==> src/rtl/startup_config_fsm.sv <==
// startup_config_fsm
//
// Power-up configuration menu for the coin-operated game front end. Debounced
// joystick events edit NUM_SETTINGS game settings (coins per round, coins to
// insert, insert wait time, ...). Up/down step the selected setting and
// saturate it to [MIN_VAL, MAX_VAL]. Left/right move the selection and wrap
// around. A press finishes configuration. Exactly one action is taken per
// stick_en assertion.
//
// Optional feature: define STARTUP_CONFIG_AUTOREPEAT_EN to let a held up/down
// repeat after REPEAT_DELAY cycles, and then every REPEAT_PERIOD cycles.
//
// Ports:
//   clk             in   system clock, rising edge
//   rst_n           in   asynchronous active-low reset
//   stick_en        in   stick event valid
//   stick_direction in   3'b000 up, 001 down, 010 left, 011 right, 100 press
//   restart         in   leave DONE and resume editing
//   sel             out  index of the setting being edited
//   settings        out  setting i at bits [i*W +: W]
//   config_done     out  high while in DONE
//   done_pulse      out  one-cycle strobe on entry to DONE
module startup_config_fsm #(
  parameter int NUM_SETTINGS  = 3,
  parameter int W             = 4,
  parameter int DEFAULT_VAL   = 5,
  parameter int MIN_VAL       = 1,
  parameter int MAX_VAL       = 15,
  parameter int STEP          = 1,
  parameter int REPEAT_DELAY  = 8,
  parameter int REPEAT_PERIOD = 4,
  localparam int SEL_W = (NUM_SETTINGS > 1) ? $clog2(NUM_SETTINGS) : 1
) (
  input  logic                      clk,
  input  logic                      rst_n,
  input  logic                      stick_en,
  input  logic [2:0]                stick_direction,
  input  logic                      restart,
  output logic [SEL_W-1:0]          sel,
  output logic [NUM_SETTINGS*W-1:0] settings,
  output logic                      config_done,
  output logic                      done_pulse
);

  localparam logic [2:0] DIR_UP    = 3'b000;
  localparam logic [2:0] DIR_DOWN  = 3'b001;
  localparam logic [2:0] DIR_LEFT  = 3'b010;
  localparam logic [2:0] DIR_RIGHT = 3'b011;
  localparam logic [2:0] DIR_PRESS = 3'b100;

  // Saturation arithmetic is done one bit wider so an increment can never wrap.
  localparam logic [W:0] STEP_X     = (W+1)'(STEP);
  localparam logic [W:0] MAX_X      = (W+1)'(MAX_VAL);
  localparam logic [W:0] MIN_STEP_X = (W+1)'(MIN_VAL + STEP);
  localparam logic [SEL_W-1:0] SEL_LAST = SEL_W'(NUM_SETTINGS - 1);

  // Elaboration-time sanity checks on the parameter set.
  if (NUM_SETTINGS < 2 || NUM_SETTINGS > 16) begin : g_bad_num
    $error("NUM_SETTINGS must be 2..16");
  end
  if (!(MIN_VAL <= DEFAULT_VAL && DEFAULT_VAL <= MAX_VAL && MAX_VAL < (1 << W))) begin : g_bad_range
    $error("need MIN_VAL <= DEFAULT_VAL <= MAX_VAL < 2**W");
  end
  if (STEP < 1 || REPEAT_DELAY < 1 || REPEAT_PERIOD < 1) begin : g_bad_step
    $error("STEP, REPEAT_DELAY and REPEAT_PERIOD must be >= 1");
  end

  typedef enum logic [1:0] {
    WAIT_STICK = 2'd0,
    HOLD       = 2'd1,
    DONE       = 2'd2
  } state_e;

  state_e           state_q, state_d;
  logic [SEL_W-1:0] sel_q, sel_d;
  logic [W-1:0]     set_q [NUM_SETTINGS];
  logic [W-1:0]     set_d [NUM_SETTINGS];
  logic             config_done_q, config_done_d;
  logic             done_pulse_q, done_pulse_d;

`ifdef STARTUP_CONFIG_AUTOREPEAT_EN
  localparam int CNT_MAX = (REPEAT_DELAY > REPEAT_PERIOD) ? REPEAT_DELAY : REPEAT_PERIOD;
  localparam int CNT_W   = $clog2(CNT_MAX + 1);

  logic [CNT_W-1:0] cnt_q, cnt_d;
  logic [CNT_W-1:0] cnt_thr;
  logic             rep_q, rep_d;          // first repeat already issued
  logic [2:0]       rep_dir_q, rep_dir_d;  // direction accepted on entry to HOLD
`endif

  function automatic logic [W-1:0] sat_up(input logic [W-1:0] v);
    logic [W:0] sum;
    sum = {1'b0, v} + STEP_X;
    if (sum > MAX_X) sat_up = W'(MAX_VAL);
    else             sat_up = sum[W-1:0];
  endfunction

  function automatic logic [W-1:0] sat_down(input logic [W-1:0] v);
    if ({1'b0, v} < MIN_STEP_X) sat_down = W'(MIN_VAL);
    else                        sat_down = v - W'(STEP);
  endfunction

  function automatic logic [W-1:0] step_val(input logic [W-1:0] v, input logic up);
    step_val = up ? sat_up(v) : sat_down(v);
  endfunction

  always_comb begin
    state_d      = state_q;
    sel_d        = sel_q;
    set_d        = set_q;
    done_pulse_d = 1'b0;
`ifdef STARTUP_CONFIG_AUTOREPEAT_EN
    cnt_d     = '0;
    rep_d     = 1'b0;
    rep_dir_d = rep_dir_q;
    cnt_thr   = rep_q ? CNT_W'(REPEAT_PERIOD) : CNT_W'(REPEAT_DELAY);
`endif

    case (state_q)
      WAIT_STICK: begin
        if (stick_en) begin
`ifdef STARTUP_CONFIG_AUTOREPEAT_EN
          rep_dir_d = stick_direction;
`endif
          case (stick_direction)
            DIR_UP, DIR_DOWN: begin
              set_d[sel_q] = step_val(set_q[sel_q], stick_direction == DIR_UP);
              state_d      = HOLD;
            end
            DIR_LEFT: begin
              sel_d   = (sel_q == '0) ? SEL_LAST : sel_q - 1'b1;
              state_d = HOLD;
            end
            DIR_RIGHT: begin
              sel_d   = (sel_q == SEL_LAST) ? '0 : sel_q + 1'b1;
              state_d = HOLD;
            end
            DIR_PRESS: begin
              state_d      = DONE;
              done_pulse_d = 1'b1;
            end
            default: ;  // reserved codes are ignored
          endcase
        end
      end

      HOLD: begin
        if (!stick_en) begin
          state_d = WAIT_STICK;
        end
`ifdef STARTUP_CONFIG_AUTOREPEAT_EN
        // Only the accepted up/down keeps counting; any other direction
        // clears the counter and applies nothing.
        else if (stick_direction == rep_dir_q &&
                 (rep_dir_q == DIR_UP || rep_dir_q == DIR_DOWN)) begin
          if (cnt_q + 1'b1 >= cnt_thr) begin
            set_d[sel_q] = step_val(set_q[sel_q], rep_dir_q == DIR_UP);
            cnt_d        = '0;
            rep_d        = 1'b1;
          end else begin
            cnt_d = cnt_q + 1'b1;
            rep_d = rep_q;
          end
        end
`endif
      end

      DONE: begin
        // A stick still held during restart must be released before the
        // next action, so park in HOLD rather than WAIT_STICK.
        if (restart) begin
          state_d = stick_en ? HOLD : WAIT_STICK;
`ifdef STARTUP_CONFIG_AUTOREPEAT_EN
          rep_dir_d = DIR_PRESS;
`endif
        end
      end

      default: state_d = WAIT_STICK;
    endcase

    config_done_d = (state_d == DONE);
  end

  always_ff @(posedge clk or negedge rst_n) begin
    if (!rst_n) begin
      state_q       <= WAIT_STICK;
      sel_q         <= '0;
      config_done_q <= 1'b0;
      done_pulse_q  <= 1'b0;
      for (int i = 0; i < NUM_SETTINGS; i++) set_q[i] <= W'(DEFAULT_VAL);
`ifdef STARTUP_CONFIG_AUTOREPEAT_EN
      cnt_q     <= '0;
      rep_q     <= 1'b0;
      rep_dir_q <= DIR_PRESS;
`endif
    end else begin
      state_q       <= state_d;
      sel_q         <= sel_d;
      config_done_q <= config_done_d;
      done_pulse_q  <= done_pulse_d;
      set_q         <= set_d;
`ifdef STARTUP_CONFIG_AUTOREPEAT_EN
      cnt_q     <= cnt_d;
      rep_q     <= rep_d;
      rep_dir_q <= rep_dir_d;
`endif
    end
  end

  for (genvar gi = 0; gi < NUM_SETTINGS; gi++) begin : g_pack
    assign settings[gi*W +: W] = set_q[gi];
  end

  assign sel         = sel_q;
  assign config_done = config_done_q;
  assign done_pulse  = done_pulse_q;

endmodule

==> config.mk <==
export PLATFORM = sky130hd
export DESIGN_NAME = startup_config_fsm
export DESIGN_NICKNAME = d
export VERILOG_FILES = /design/src/rtl/startup_config_fsm.sv
export SDC_FILE = /design/constraint.sdc
export NUM_CORES = 1
export LEC_CHECK = 0
export ABC_AREA = 0
export CAP_MARGIN = 25
export CORE_ASPECT_RATIO = 0.9
export CORE_MARGIN = 2
export CORE_UTILIZATION = 45
export DETAILED_ROUTE_END_ITERATION = 10
export PLACE_DENSITY_LB_ADDON = 0.15
export SLEW_MARGIN = 15
export SYNTH_ARGS = -nofsm -noshare
export SYNTH_HDL_FRONTEND = slang
export SYNTH_SLANG_ARGS = --single-unit
==> constraint.sdc <==
create_clock -name clk -period 2.4 [get_ports clk]
set_input_delay 0.36 -clock clk [delete_from_list [all_inputs] [get_ports clk]]
set_output_delay 0.36 -clock clk [all_outputs]
set_load 0.02 [all_outputs]
==> out/qor.yml <==
chipHeight_um: 52.42
placement.io_buffers: 22
grt_first_pass_wirelength_mm: 4.236
finalNetCount: 149
summed_instance_area_of_the_synthesized_netlist_mm2: 0.001172
layout_common_cells: "sky130_fd_sc_hd__clkdlybuf4s50_1 (22), sky130_fd_sc_hd__dfrtp_1 (12), sky130_fd_sc_hd__mux2_2 (9)"
fin_worst_skew_ns: 0.01028
clk_root_buffer_cell: "sky130_fd_sc_hd__clkbuf_4"
synth_xor_xnor_area_share: 0
tritoncts.num_buffers: 3
postRouteWirelength_mm: 2.576
startpoint_type: "flop"
vdd_drop_max_mv: 0.7613
setup_viol: 0
global_route_overflow: 0
synth_simple_gate_area_share: 0.1505
dp_hpwl_mm: 1.956
num_ports: 23
hold_path_class: "reg2reg"
worst_skew_pair.late_latency_ns: 0.30
post-route-drc-count: 0
ant_nets: 0
wire_per_inst_um: 16.00
rsz0062_at_grt: "no"
worst-endpoint-required_ns: 2.58
ys_seq_elements: 18
cpMaxStageDelayCell: "sky130_fd_sc_hd__dfrtp_1"
tritoncts: "built"
fp.dieW_um: 57.80
synth_warnings: 0
post_synth_inst_count: 108
instances_no_fill: 161
drv_slew: 0
grt_pass1_vias: 884
post_route_cells_drive_above_1_share: 0.2632
placement_rows: 17
fmax_mhz: 454.8
num_antenna_cells: 0
power.density_mw_per_mm2: 1134
end_kind: "flop"
cp_max_fo: 6
cts_max_path_buffers: 2
yosysSeqAreaShare: 0.3906
numClockSinks: 18
synthAdderAreaFrac: 0.08538
most_common_cell_after_layout_fill_and_taps_aside: "sky130_fd_sc_hd__clkdlybuf4s50_1"
dieArea_mm2: 0.003030
grt_antenna_before_repair: 0
worst_slew_margin_rel: 0.4530
grt_start_max_net_pins: 19
p_total_mw: 1.665
max_cap_viol_count: 0
yosys-mux-area-fraction: 0.1547
drt_first_pass_iters: 5
place_inst: 157
report.final.hold_viol_count: 0
globalplace.congestion: 0.8086
floorplan.core_area_mm2: 0.002467
syn_area_per_cell_um2: 10.86
timing.setup.critical_path_class: "reg2reg"
synth_compound_area_frac: 0.1740
vias_per_cell: 5.652
critical_path_arrival_ns: 2.38
num_vias: 910
finalCriticalPeriod_ns: 2.199
largest_family_of_logic_cells_by_synthesized_area: "compound AO/OA/AOI/OAI gates"
fillCellCount: 218
cts_h_tree_depth: 1
synth_fp_nets: 123
setup_tns_ns: 0
ys_types: 39
cp_cell_sequence: "mux2i_1 > o22a_2 > inv_2 > ha_1 > nand4b_1 > o211ai_1 > a21oi_1 > a22oi_2 > mux2_2"
max_slew.worst_pin.slew_ns: 0.8180
critPathMaxStageDelay_ns: 0.48
outcome: "finished, final reports clean"
drt-initial-drc-count: 31
flow.area_growth_from_synthesis_pct: 25.29
timing.final.crit_share: 0.9162
power.static_leakage_nw: 0.6517
floorplan.initialDensity: 0.4752
cts.clk_slew.worst_paths_ns: 0.11
global_route.usage.total: 0.1909
power by group:
group	internal (mW)	switching (mW)
Combinational	0.454	0.530
Clock	0.0925	0.0961
Sequential	0.413	0.0795
Total	0.959	0.706
critical path: cells and delay by family (launching register included):
family / cells / cell delay (ns)
fa+ha+maj: 1 / 0.29
flops: 1 / 0.48
buf+inv: 1 / 0.07
mux: 2 / 0.52
compound gates: 4 / 0.60
simple gates: 1 / 0.13
sequential cells by signal, summed over array words and instances, names as in the netlist:
signal,count
done_pulse,1
sel,2
config_done,1
state_q,2
settings,12
cell families after synthesis:
kind of cell             count (synthesis)
flip-flops                              18
AND/OR/NAND/NOR                         29
multiplexers                            17
adder cells (fa/ha/maj)                  8
buffers and inverters                   11
AO/OA/AOI/OAI                           25
layer usage:
layer,up-vias,track usage,routed length (um)
met3,4,0.04198,112
met1,442,0.2693,1242
met4,0,0.06202,27
met2,21,0.2898,1194
li1,443,-,-
met5,-,0,0
final timing paths:
kind,cells after the start,slack [ns],start,to
max,9,0.20,sel[1]$_DFFE_PN0P_,settings[1]$_DFFE_PN0P_
min,2,0.51,settings[8]$_DFFE_PN1P_,settings[8]$_DFFE_PN1P_
max reg2reg,9,0.20,sel[1]$_DFFE_PN0P_,settings[1]$_DFFE_PN0P_
min reg2reg,2,0.51,settings[8]$_DFFE_PN1P_,settings[8]$_DFFE_PN1P_
max in group asynchronous,1,1.36,rst_n,settings[9]$_DFFE_PN0P_
min in group asynchronous,1,0.52,rst_n,sel[0]$_DFFE_PN0P_
cell type report:
| class | count | area, um^2 | area share |
|---|---|---|---|
| flip-flops and latches | 18 | 457.9 | 0.3118 |
| multi-input cells | 79 | 666.9 | 0.4540 |
| well taps | 28 | 35.03 | 0.02385 |
| inverters | 6 | 22.52 | 0.01533 |
| clock buffers | 4 | 36.28 | 0.02470 |
| repair buffers | 26 | 250.2 | 0.1704 |
cell usage after synthesis (all sizes together):
master	n	area, um^2
dfrtp	12	300.3
mux2	9	101.4
ha	8	100.1
mux2i	8	80.08
nand2	7	26.28
a21oi	6	33.78
dfstp	6	157.7
inv	6	22.52
o21ai	5	25.02
nand2b	4	25.02
nor2	4	15.01
clkbuf	3	11.26
or4b	3	30.03
a31o	2	17.52
buf	2	18.77
nor3	2	10.01
o311ai	2	32.53
a211oi	1	12.51
a21o	1	8.760
a22oi	1	7.510
a2bb2oi	1	15.01
a311o	1	10.01
a31oi	1	6.260
a41o	1	10.01
and2	1	6.260
and2b	1	7.510
and4	1	8.760
nand3	1	5.000
nand3b	1	7.510
nand4b	1	8.760
nor2b	1	6.260
nor4b	1	8.760
o211ai	1	7.510
o21a	1	7.510
o22a	1	10.01
or3	1	11.26
what timing repair did:
item | CTS | global route
hold buffers | 0 | 0
gates resized for setup | 0 | 1
buffers inserted | 0 | 0
endpoints found under the setup margin | 0 | 3
per-stage QoR:
stage,hold slack [ns],area (um^2),worst slack [ns],utilization
3_3_place_gp,0.4787,1428,0.2261,0.5786
2_1_floorplan,0.06441,1172,0.1671,-
3_5_place_dp,0.4959,1428,0.1715,0.5786
4_1_cts,0.5134,1464,0.1632,0.5933
5_1_grt,0.5424,1469,0.03319,0.5953
6_report,0.5071,1469,0.2012,0.5953
Power figures use the tool's default switching activity.
